## src/rtl/rca_config_bank_pkg.sv

```systemverilog
// rca_config_bank_pkg: shared sizes, field codes and active-config layout for the RCA config bank
package rca_config_bank_pkg;
  localparam int NUM_RCAS = 4;
  localparam int NUM_READ_PORTS = 5;
  localparam int NUM_WRITE_PORTS = 2;
  localparam int NUM_GRID_MUXES = 16;
  localparam int GRID_MUX_INPUTS = 8;
  localparam int GRID_NUM_ROWS = 4;
  localparam int IO_UNIT_MUX_INPUTS = 4;
  localparam int XLEN = 32;
  localparam int MAX_INFLIGHT = 7;
  localparam int RCA_W = $clog2(NUM_RCAS);
  localparam int CNT_W = $clog2(MAX_INFLIGHT + 1);
  localparam int GM_W = $clog2(GRID_MUX_INPUTS);
  localparam int IOM_W = $clog2(IO_UNIT_MUX_INPUTS);
  localparam int RM_W = $clog2(GRID_NUM_ROWS);
  localparam int SRC_AW = $clog2(NUM_READ_PORTS);
  localparam int WP_AW = $clog2(NUM_WRITE_PORTS);
  localparam int GM_AW = $clog2(NUM_GRID_MUXES);
  localparam int ROW_AW = $clog2(GRID_NUM_ROWS);
  // one extra bit so a one-past-the-end index of the largest field is still expressible and rejected
  localparam int CFG_ADDR_W = $clog2(NUM_GRID_MUXES + 1);
  localparam logic [CNT_W-1:0] CNT_MAX = CNT_W'(MAX_INFLIGHT);
  typedef enum logic [2:0] {
    SRC_REG, DEST_REG, GRID_MUX, IO_MUX, RESULT_MUX, IO_INP_MAP, INPUT_CONST, RESERVED
  } rca_cfg_field_t;
  typedef enum logic {IDLE, PENDING} commit_state_t;
  typedef struct packed {
    logic [NUM_READ_PORTS-1:0][4:0] src_reg;
    logic [NUM_WRITE_PORTS-1:0][4:0] dest_reg;
    logic [NUM_GRID_MUXES-1:0][GM_W-1:0] grid_mux;
    logic [GRID_NUM_ROWS-1:0][IOM_W-1:0] io_mux;
    logic [NUM_WRITE_PORTS-1:0][RM_W-1:0] result_mux;
    logic [GRID_NUM_ROWS-1:0] io_inp_map;
    logic [GRID_NUM_ROWS-1:0][XLEN-1:0] input_const;
  } rca_active_cfg_t;
  function automatic logic cfg_addr_ok(rca_cfg_field_t f, logic [CFG_ADDR_W-1:0] a);
    return f == SRC_REG ? 32'(a) < NUM_READ_PORTS :
           f == DEST_REG ? 32'(a) < NUM_WRITE_PORTS :
           f == GRID_MUX ? 32'(a) < NUM_GRID_MUXES :
           f == IO_MUX ? 32'(a) < GRID_NUM_ROWS :
           f == RESULT_MUX ? 32'(a) < NUM_WRITE_PORTS :
           f == IO_INP_MAP ? 1'b1 :
           f == INPUT_CONST ? 32'(a) < GRID_NUM_ROWS : 1'b0;
  endfunction
endpackage

```

## src/rtl/rca_config_bank_if.sv

```systemverilog
// rca_config_bank_if: config-write, commit, use-tracking and active-read signals of the bank
interface rca_config_bank_if;
  import rca_config_bank_pkg::*;
  logic cfg_valid;
  logic cfg_ready;
  logic [RCA_W-1:0] cfg_rca;
  rca_cfg_field_t cfg_field;
  logic [CFG_ADDR_W-1:0] cfg_addr;
  logic [XLEN-1:0] cfg_data;
  logic cfg_err;
  logic commit_req;
  logic [RCA_W-1:0] commit_rca;
  logic [NUM_RCAS-1:0] commit_pending;
  logic use_issue;
  logic [RCA_W-1:0] use_rca;
  logic use_ready;
  logic use_complete;
  logic [RCA_W-1:0] complete_rca;
  logic [RCA_W-1:0] rd_rca;
  rca_active_cfg_t active_cfg;
  modport master (
    output cfg_valid, cfg_rca, cfg_field, cfg_addr, cfg_data, commit_req, commit_rca,
           use_issue, use_rca, use_complete, complete_rca, rd_rca,
    input cfg_ready, cfg_err, commit_pending, use_ready, active_cfg
  );
  modport slave (
    input cfg_valid, cfg_rca, cfg_field, cfg_addr, cfg_data, commit_req, commit_rca,
          use_issue, use_rca, use_complete, complete_rca, rd_rca,
    output cfg_ready, cfg_err, commit_pending, use_ready, active_cfg
  );
endinterface

```

## src/rtl/rca_config_bank_pair.sv

```systemverilog
// rca_cfg_bank_pair: shadow bank written by config writes, active bank loaded from shadow on copy
module rca_cfg_bank_pair
  import rca_config_bank_pkg::*;
(
  input  logic clk,
  input  logic rst,
  input  logic wr_en_i,
  input  rca_cfg_field_t field_i,
  input  logic [CFG_ADDR_W-1:0] addr_i,
  input  logic [XLEN-1:0] data_i,
  input  logic copy_i,
  output rca_active_cfg_t active_o
);
  rca_active_cfg_t shadow_q, shadow_d, active_q, active_d;
  // apply an in-range write to the addressed shadow element; active follows shadow only on copy
  always_comb begin
    shadow_d = shadow_q;
    active_d = copy_i ? shadow_q : active_q;
    if (wr_en_i)
      case (field_i)
        SRC_REG: shadow_d.src_reg[addr_i[SRC_AW-1:0]] = data_i[4:0];
        DEST_REG: shadow_d.dest_reg[addr_i[WP_AW-1:0]] = data_i[4:0];
        GRID_MUX: shadow_d.grid_mux[addr_i[GM_AW-1:0]] = data_i[GM_W-1:0];
        IO_MUX: shadow_d.io_mux[addr_i[ROW_AW-1:0]] = data_i[IOM_W-1:0];
        RESULT_MUX: shadow_d.result_mux[addr_i[WP_AW-1:0]] = data_i[RM_W-1:0];
        IO_INP_MAP: shadow_d.io_inp_map = data_i[GRID_NUM_ROWS-1:0];
        INPUT_CONST: shadow_d.input_const[addr_i[ROW_AW-1:0]] = data_i;
        default: ;
      endcase
  end
  // bank registers
  always_ff @(posedge clk or posedge rst)
    if (rst) begin
      shadow_q <= '0;
      active_q <= '0;
    end else begin
      shadow_q <= shadow_d;
      active_q <= active_d;
    end
  assign active_o = active_q;
endmodule

```

## src/rtl/rca_config_bank.sv

```systemverilog
// rca_config_bank: per-RCA double-buffered config with drain-then-commit control
module rca_config_bank
  import rca_config_bank_pkg::*;
(
  input logic clk,
  input logic rst,
  rca_config_bank_if.slave bus
);
  logic [CNT_W-1:0] cnt [NUM_RCAS];
  rca_active_cfg_t active [NUM_RCAS];
  logic [NUM_RCAS-1:0] pending, copy, wr_en;
  logic cfg_acc, cfg_ok, cfg_err_q, cfg_err_d;
  assign bus.cfg_ready = !(pending[bus.cfg_rca] && cnt[bus.cfg_rca] == '0);
  assign cfg_acc = bus.cfg_valid && bus.cfg_ready;
  assign cfg_ok = cfg_addr_ok(bus.cfg_field, bus.cfg_addr);
  assign cfg_err_d = cfg_acc && !cfg_ok;
  assign bus.use_ready = !pending[bus.use_rca] && cnt[bus.use_rca] < CNT_MAX;
  assign bus.commit_pending = pending;
  assign bus.cfg_err = cfg_err_q;
  assign bus.active_cfg = active[bus.rd_rca];
  // one-cycle pulse for accepted writes that were dropped
  always_ff @(posedge clk or posedge rst)
    if (rst) cfg_err_q <= 1'b0;
    else cfg_err_q <= cfg_err_d;
  for (genvar r = 0; r < NUM_RCAS; r++) begin : g_rca
    commit_state_t state_q, state_d;
    logic [CNT_W-1:0] count_q, count_d;
    logic inc, dec;
    assign inc = bus.use_issue && bus.use_rca == RCA_W'(r);
    assign dec = bus.use_complete && bus.complete_rca == RCA_W'(r);
    assign cnt[r] = count_q;
    assign pending[r] = state_q == PENDING;
    assign copy[r] = pending[r] && count_q == '0;
    assign wr_en[r] = cfg_acc && cfg_ok && bus.cfg_rca == RCA_W'(r);
    // in-flight tracking (saturating both ends) and commit FSM next state
    always_comb begin
      count_d = inc == dec ? count_q :
                inc ? (count_q == CNT_MAX ? count_q : count_q + 1'b1) :
                (count_q == '0 ? count_q : count_q - 1'b1);
      state_d = pending[r] ? (copy[r] ? IDLE : PENDING) :
                (bus.commit_req && bus.commit_rca == RCA_W'(r) ? PENDING : IDLE);
    end
    // commit FSM and counter registers
    always_ff @(posedge clk or posedge rst)
      if (rst) begin
        state_q <= IDLE;
        count_q <= '0;
      end else begin
        state_q <= state_d;
        count_q <= count_d;
      end
    rca_cfg_bank_pair u_pair (
      .clk(clk),
      .rst(rst),
      .wr_en_i(wr_en[r]),
      .field_i(bus.cfg_field),
      .addr_i(bus.cfg_addr),
      .data_i(bus.cfg_data),
      .copy_i(copy[r]),
      .active_o(active[r])
    );
  end
endmodule

```

## src/flat_wrapper.sv

```systemverilog
// flat-port wrapper written by rule: the top's interface ports become plain ports
module rca_config_bank_flat import rca_config_bank_pkg::*;
  (clk, rst, bus_cfg_valid, bus_cfg_rca, bus_cfg_field, bus_cfg_addr, bus_cfg_data, bus_commit_req, bus_commit_rca, bus_use_issue, bus_use_rca, bus_use_complete, bus_complete_rca, bus_rd_rca, bus_cfg_ready, bus_cfg_err, bus_commit_pending, bus_use_ready, bus_active_cfg);
  rca_config_bank_if bus_i ();
  input logic clk;
  input logic rst;
  input wire logic [$bits(bus_i.cfg_valid)-1:0] bus_cfg_valid;
  input wire logic [$bits(bus_i.cfg_rca)-1:0] bus_cfg_rca;
  input wire logic [$bits(bus_i.cfg_field)-1:0] bus_cfg_field;
  input wire logic [$bits(bus_i.cfg_addr)-1:0] bus_cfg_addr;
  input wire logic [$bits(bus_i.cfg_data)-1:0] bus_cfg_data;
  input wire logic [$bits(bus_i.commit_req)-1:0] bus_commit_req;
  input wire logic [$bits(bus_i.commit_rca)-1:0] bus_commit_rca;
  input wire logic [$bits(bus_i.use_issue)-1:0] bus_use_issue;
  input wire logic [$bits(bus_i.use_rca)-1:0] bus_use_rca;
  input wire logic [$bits(bus_i.use_complete)-1:0] bus_use_complete;
  input wire logic [$bits(bus_i.complete_rca)-1:0] bus_complete_rca;
  input wire logic [$bits(bus_i.rd_rca)-1:0] bus_rd_rca;
  output wire logic [$bits(bus_i.cfg_ready)-1:0] bus_cfg_ready;
  output wire logic [$bits(bus_i.cfg_err)-1:0] bus_cfg_err;
  output wire logic [$bits(bus_i.commit_pending)-1:0] bus_commit_pending;
  output wire logic [$bits(bus_i.use_ready)-1:0] bus_use_ready;
  output wire logic [$bits(bus_i.active_cfg)-1:0] bus_active_cfg;
  assign bus_i.cfg_valid = bus_cfg_valid;
  assign bus_i.cfg_rca = bus_cfg_rca;
  assign bus_i.cfg_field = bus_cfg_field;
  assign bus_i.cfg_addr = bus_cfg_addr;
  assign bus_i.cfg_data = bus_cfg_data;
  assign bus_i.commit_req = bus_commit_req;
  assign bus_i.commit_rca = bus_commit_rca;
  assign bus_i.use_issue = bus_use_issue;
  assign bus_i.use_rca = bus_use_rca;
  assign bus_i.use_complete = bus_use_complete;
  assign bus_i.complete_rca = bus_complete_rca;
  assign bus_i.rd_rca = bus_rd_rca;
  assign bus_cfg_ready = bus_i.cfg_ready;
  assign bus_cfg_err = bus_i.cfg_err;
  assign bus_commit_pending = bus_i.commit_pending;
  assign bus_use_ready = bus_i.use_ready;
  assign bus_active_cfg = bus_i.active_cfg;
  rca_config_bank u_core (.clk(clk), .rst(rst), .bus(bus_i));
endmodule
```

## config.mk

```make
export PLATFORM = sky130hd
export DESIGN_NAME = rca_config_bank_flat
export DESIGN_NICKNAME = d
export VERILOG_FILES = /design/src/rtl/rca_config_bank_pkg.sv /design/src/rtl/rca_config_bank_if.sv /design/src/rtl/rca_config_bank_pair.sv /design/src/rtl/rca_config_bank.sv /design/src/flat_wrapper.sv
export SDC_FILE = /design/constraint.sdc
export NUM_CORES = 2
export LEC_CHECK = 0
export CAP_MARGIN = 10
export CORE_MARGIN = 1.5
export CORE_UTILIZATION = 40
export CTS_CLUSTER_DIAMETER = 40
export DETAILED_ROUTE_END_ITERATION = 8
export GPL_TIMING_DRIVEN = 0
export PLACE_DENSITY_LB_ADDON = 0.25
export SLEW_MARGIN = 20
export SYNTH_ARGS = -nofsm -noshare
export SYNTH_HDL_FRONTEND = slang
export SYNTH_SLANG_ARGS = --single-unit
export TNS_END_PERCENT = 100
```

## constraint.sdc

```tcl
create_clock -name clk -period 98 [get_ports clk]
set_input_delay 9.8 -clock clk [delete_from_list [all_inputs] [get_ports clk]]
set_output_delay 9.8 -clock clk [all_outputs]
set_load 0.05 [all_outputs]
```

==> run metrics <==
WP data required 88,200 ps; most numerous cell in the Yosys netlist dfrtp_1; H-tree levels 5; largest net degree at the start of global routing 111; Layout Nets 5,198; Total Routing Usage GR 0.236; post-synthesis sequential area ratio 0.604; Total Power 2.25 mW; CTS Buf Count just under 300; post-synthesis cell count around 4,500; routed vias 43,027; dpl cell area 82,500 µm²; Max VDD drop 20.0 µV; DIE HEIGHT 439 µm; max frequency 43.6 MHz; routed vias/inst approximately 5.5; die area 192,000 µm²; row cnt 159; Yosys top cell by area dfrtp_1; Post-synth ARST share 1.00; Final TNS setup 0 ps; post_cts resized 0; WL/cell between 20 and 30 µm; final hold violations 0; synth cell count leaders dfrtp_1, mux2_2, mux4_2; area delta synth->final 21.7%; antenna violations before repair 19; share of cells above drive strength 1 0.506; RSZ-0062 raised after global routing false; setup ws final 75,070 ps; Synth Area per Inst 16.7 µm²; arrival time worst endpoint 13,130 ps; yosys warns 0; max-slew violations 0; Hold WS 471 ps; fin area ~90,000 µm²; pwr dens 24.4 nW/µm²; critical path capture point type primary output; final wirelength 225 mm; Tmin final roughly 23,000 ps; Worst setup SP type input port; Post-synth EDFFs 0; worst min-delay path class reg2reg; Clock Root Buffer clkbuf_16; synthesis-stage register bit count between 1,500 and 2,000; grt ovf 0; synthesized area around 76,000 µm²; Starting DRT DRC Count 2,843; Hold-fix buffers, CTS 0; clk sink count 1,833; DP Worst Slack 75,040 ps; I/O pin count 290; setup violators final 0; Post-synth top flop dfrtp_1; dominant cells by area after synthesis dfrtp_1, mux2_2, mux4_2, mux2_4, clkbuf_1; Slew @ Worst Pin between 1000 and 1500 ps; GPL Wtd Cong 0.876; Filler cells 16,040; Max Cap Violations 0; Synth cell types 54; critical path peak fanout 10; Setup CP Type in2out; Max Root-Sink Buffers 4; vias in the first global route 45,790; Final Skew 40.4 ps; Die X approximately 440 µm; Detailed Routing Iterations Pass 1 5; Tcrit/Tclk final 0.234; Leak 44.4 nW; run status finished, final reports clean; first-pass GRT wire length 327 mm; area of the core between 150,000 and 200,000 µm²; Synth top area share 0.604; CTS tree built; IO Port Bufs around 280; clock-pin slew on the worst setup and hold paths 60 ps; Slew Limit Headroom 0.215; Worst-Skew Late Latency between 900 and 1000 ps; Syn Nets 4,593; initial cell density of the core 0.403; post-route ant nets 0; HPWL after detailed placement 152 mm; drt drc 0; post-CTS setup buffers 0
per-layer routing:
metal  up-vias  track usage  share of wire
li1      17918            -              -
met1     23688        0.319           0.44
met2      1088        0.379           0.48
met3       333       0.0443          0.048
met4         0       0.0872          0.035
met5         -            0              0
report_power, final:
part / leakage [nW] / internal [mW] / total, mW / switching (mW)
sequential: 25.4 / 0.820 / 0.856 / 0.0360
combinational: 14.3 / 0.141 / 0.366 / 0.225
clock: 4.70 / 0.653 / 1.03 / 0.380
placed cells by master (no fill, tap or decap), types with 25 or more instances in the layout:
cell type / synthesis / final
dfrtp_1: 1833 / 1833
nor2_1: 28 / 28
clkbuf_2: 0 / 32
clkinv_2: 0 / 25
clkbuf_16: 0 / 297
clkdlybuf4s50_1: 0 / 282
mux2_2: 1666 / 1666
nand4_1: 50 / 50
inv_6: 0 / 44
buf_2: 50 / 76
nor4_4: 24 / 25
mux2_1: 64 / 64
mux4_2: 227 / 227
clkinvlp_4: 0 / 34
clkbuf_1: 212 / 203
nand2_1: 40 / 40
mux2_4: 90 / 90
bufinv_16: 0 / 30
worst max-delay path: stages:
cell and delay, ps:
clkbuf_1 400, clkbuf_2 610, clkbuf_1 920, mux4_2 530
clkdlybuf4s50_1 840
through the flow:
stage	instances	util
after floorplan	4533	-
after global placement	7310	0.435
after detailed placement	7337	0.439
after CTS	7839	0.490
after global routing	7846	0.491
final	7850	0.491
flip-flops by register name, indices dropped and copies added, names as in the netlist:
register,flops
u_core.g_rca.u_pair.active_o,908
u_core.g_rca.u_pair.shadow_q,908
u_core.bus.cfg_err,1
u_core.g_rca.state_q,4
u_core.g_rca.count_q,12
logic make-up (layout without fill, tap and decap cells):
group,after synthesis,count (layout),share of synthesized area
xor+xnor,12,12,0.00138
mux,2047,2047,0.342
simple gates,273,273,0.0292
compound gates,20,20,0.00186
flops,1833,1833,0.604
fa+ha+maj,4,4,0.00106
buf+inv,344,1156,0.0202
other cells,0,10,0
worst paths after layout:
kind	from	to	slack (ps)	depth (start not counted)
max	bus_rd_rca[1]	bus_active_cfg[143]	75070	5
min	u_core.g_rca[3].u_pair.shadow_q[201]	u_core.g_rca[3].u_pair.active_o[201]	470	1
max reg2reg	u_core.g_rca[1].count_q[0]	u_core.g_rca[1].u_pair.active_o[179]	94090	5
min reg2reg	u_core.g_rca[3].u_pair.shadow_q[201]	u_core.g_rca[3].u_pair.active_o[201]	470	1
max in group asynchronous	rst	u_core.g_rca[2].u_pair.shadow_q[88]	86190	6
min in group asynchronous	rst	u_core.g_rca[3].u_pair.active_o[216]	9400	2
layout make-up:
type / count / area [µm²] / area share
tap: 2495 / 3120 / 0.0338
sequential: 1833 / 45900 / 0.497
inverter: 8 / 37.5 / 0.000407
timing repair buffer: 310 / 3430 / 0.0372
antenna: 10 / 25.0 / 0.000271
multi-input combinational: 2356 / 28500 / 0.309
buffer: 336 / 1570 / 0.0170
clock buffer: 336 / 7760 / 0.0840
clock inverter: 166 / 1990 / 0.0215
Note: power is estimated with default switching activity, not from simulation.
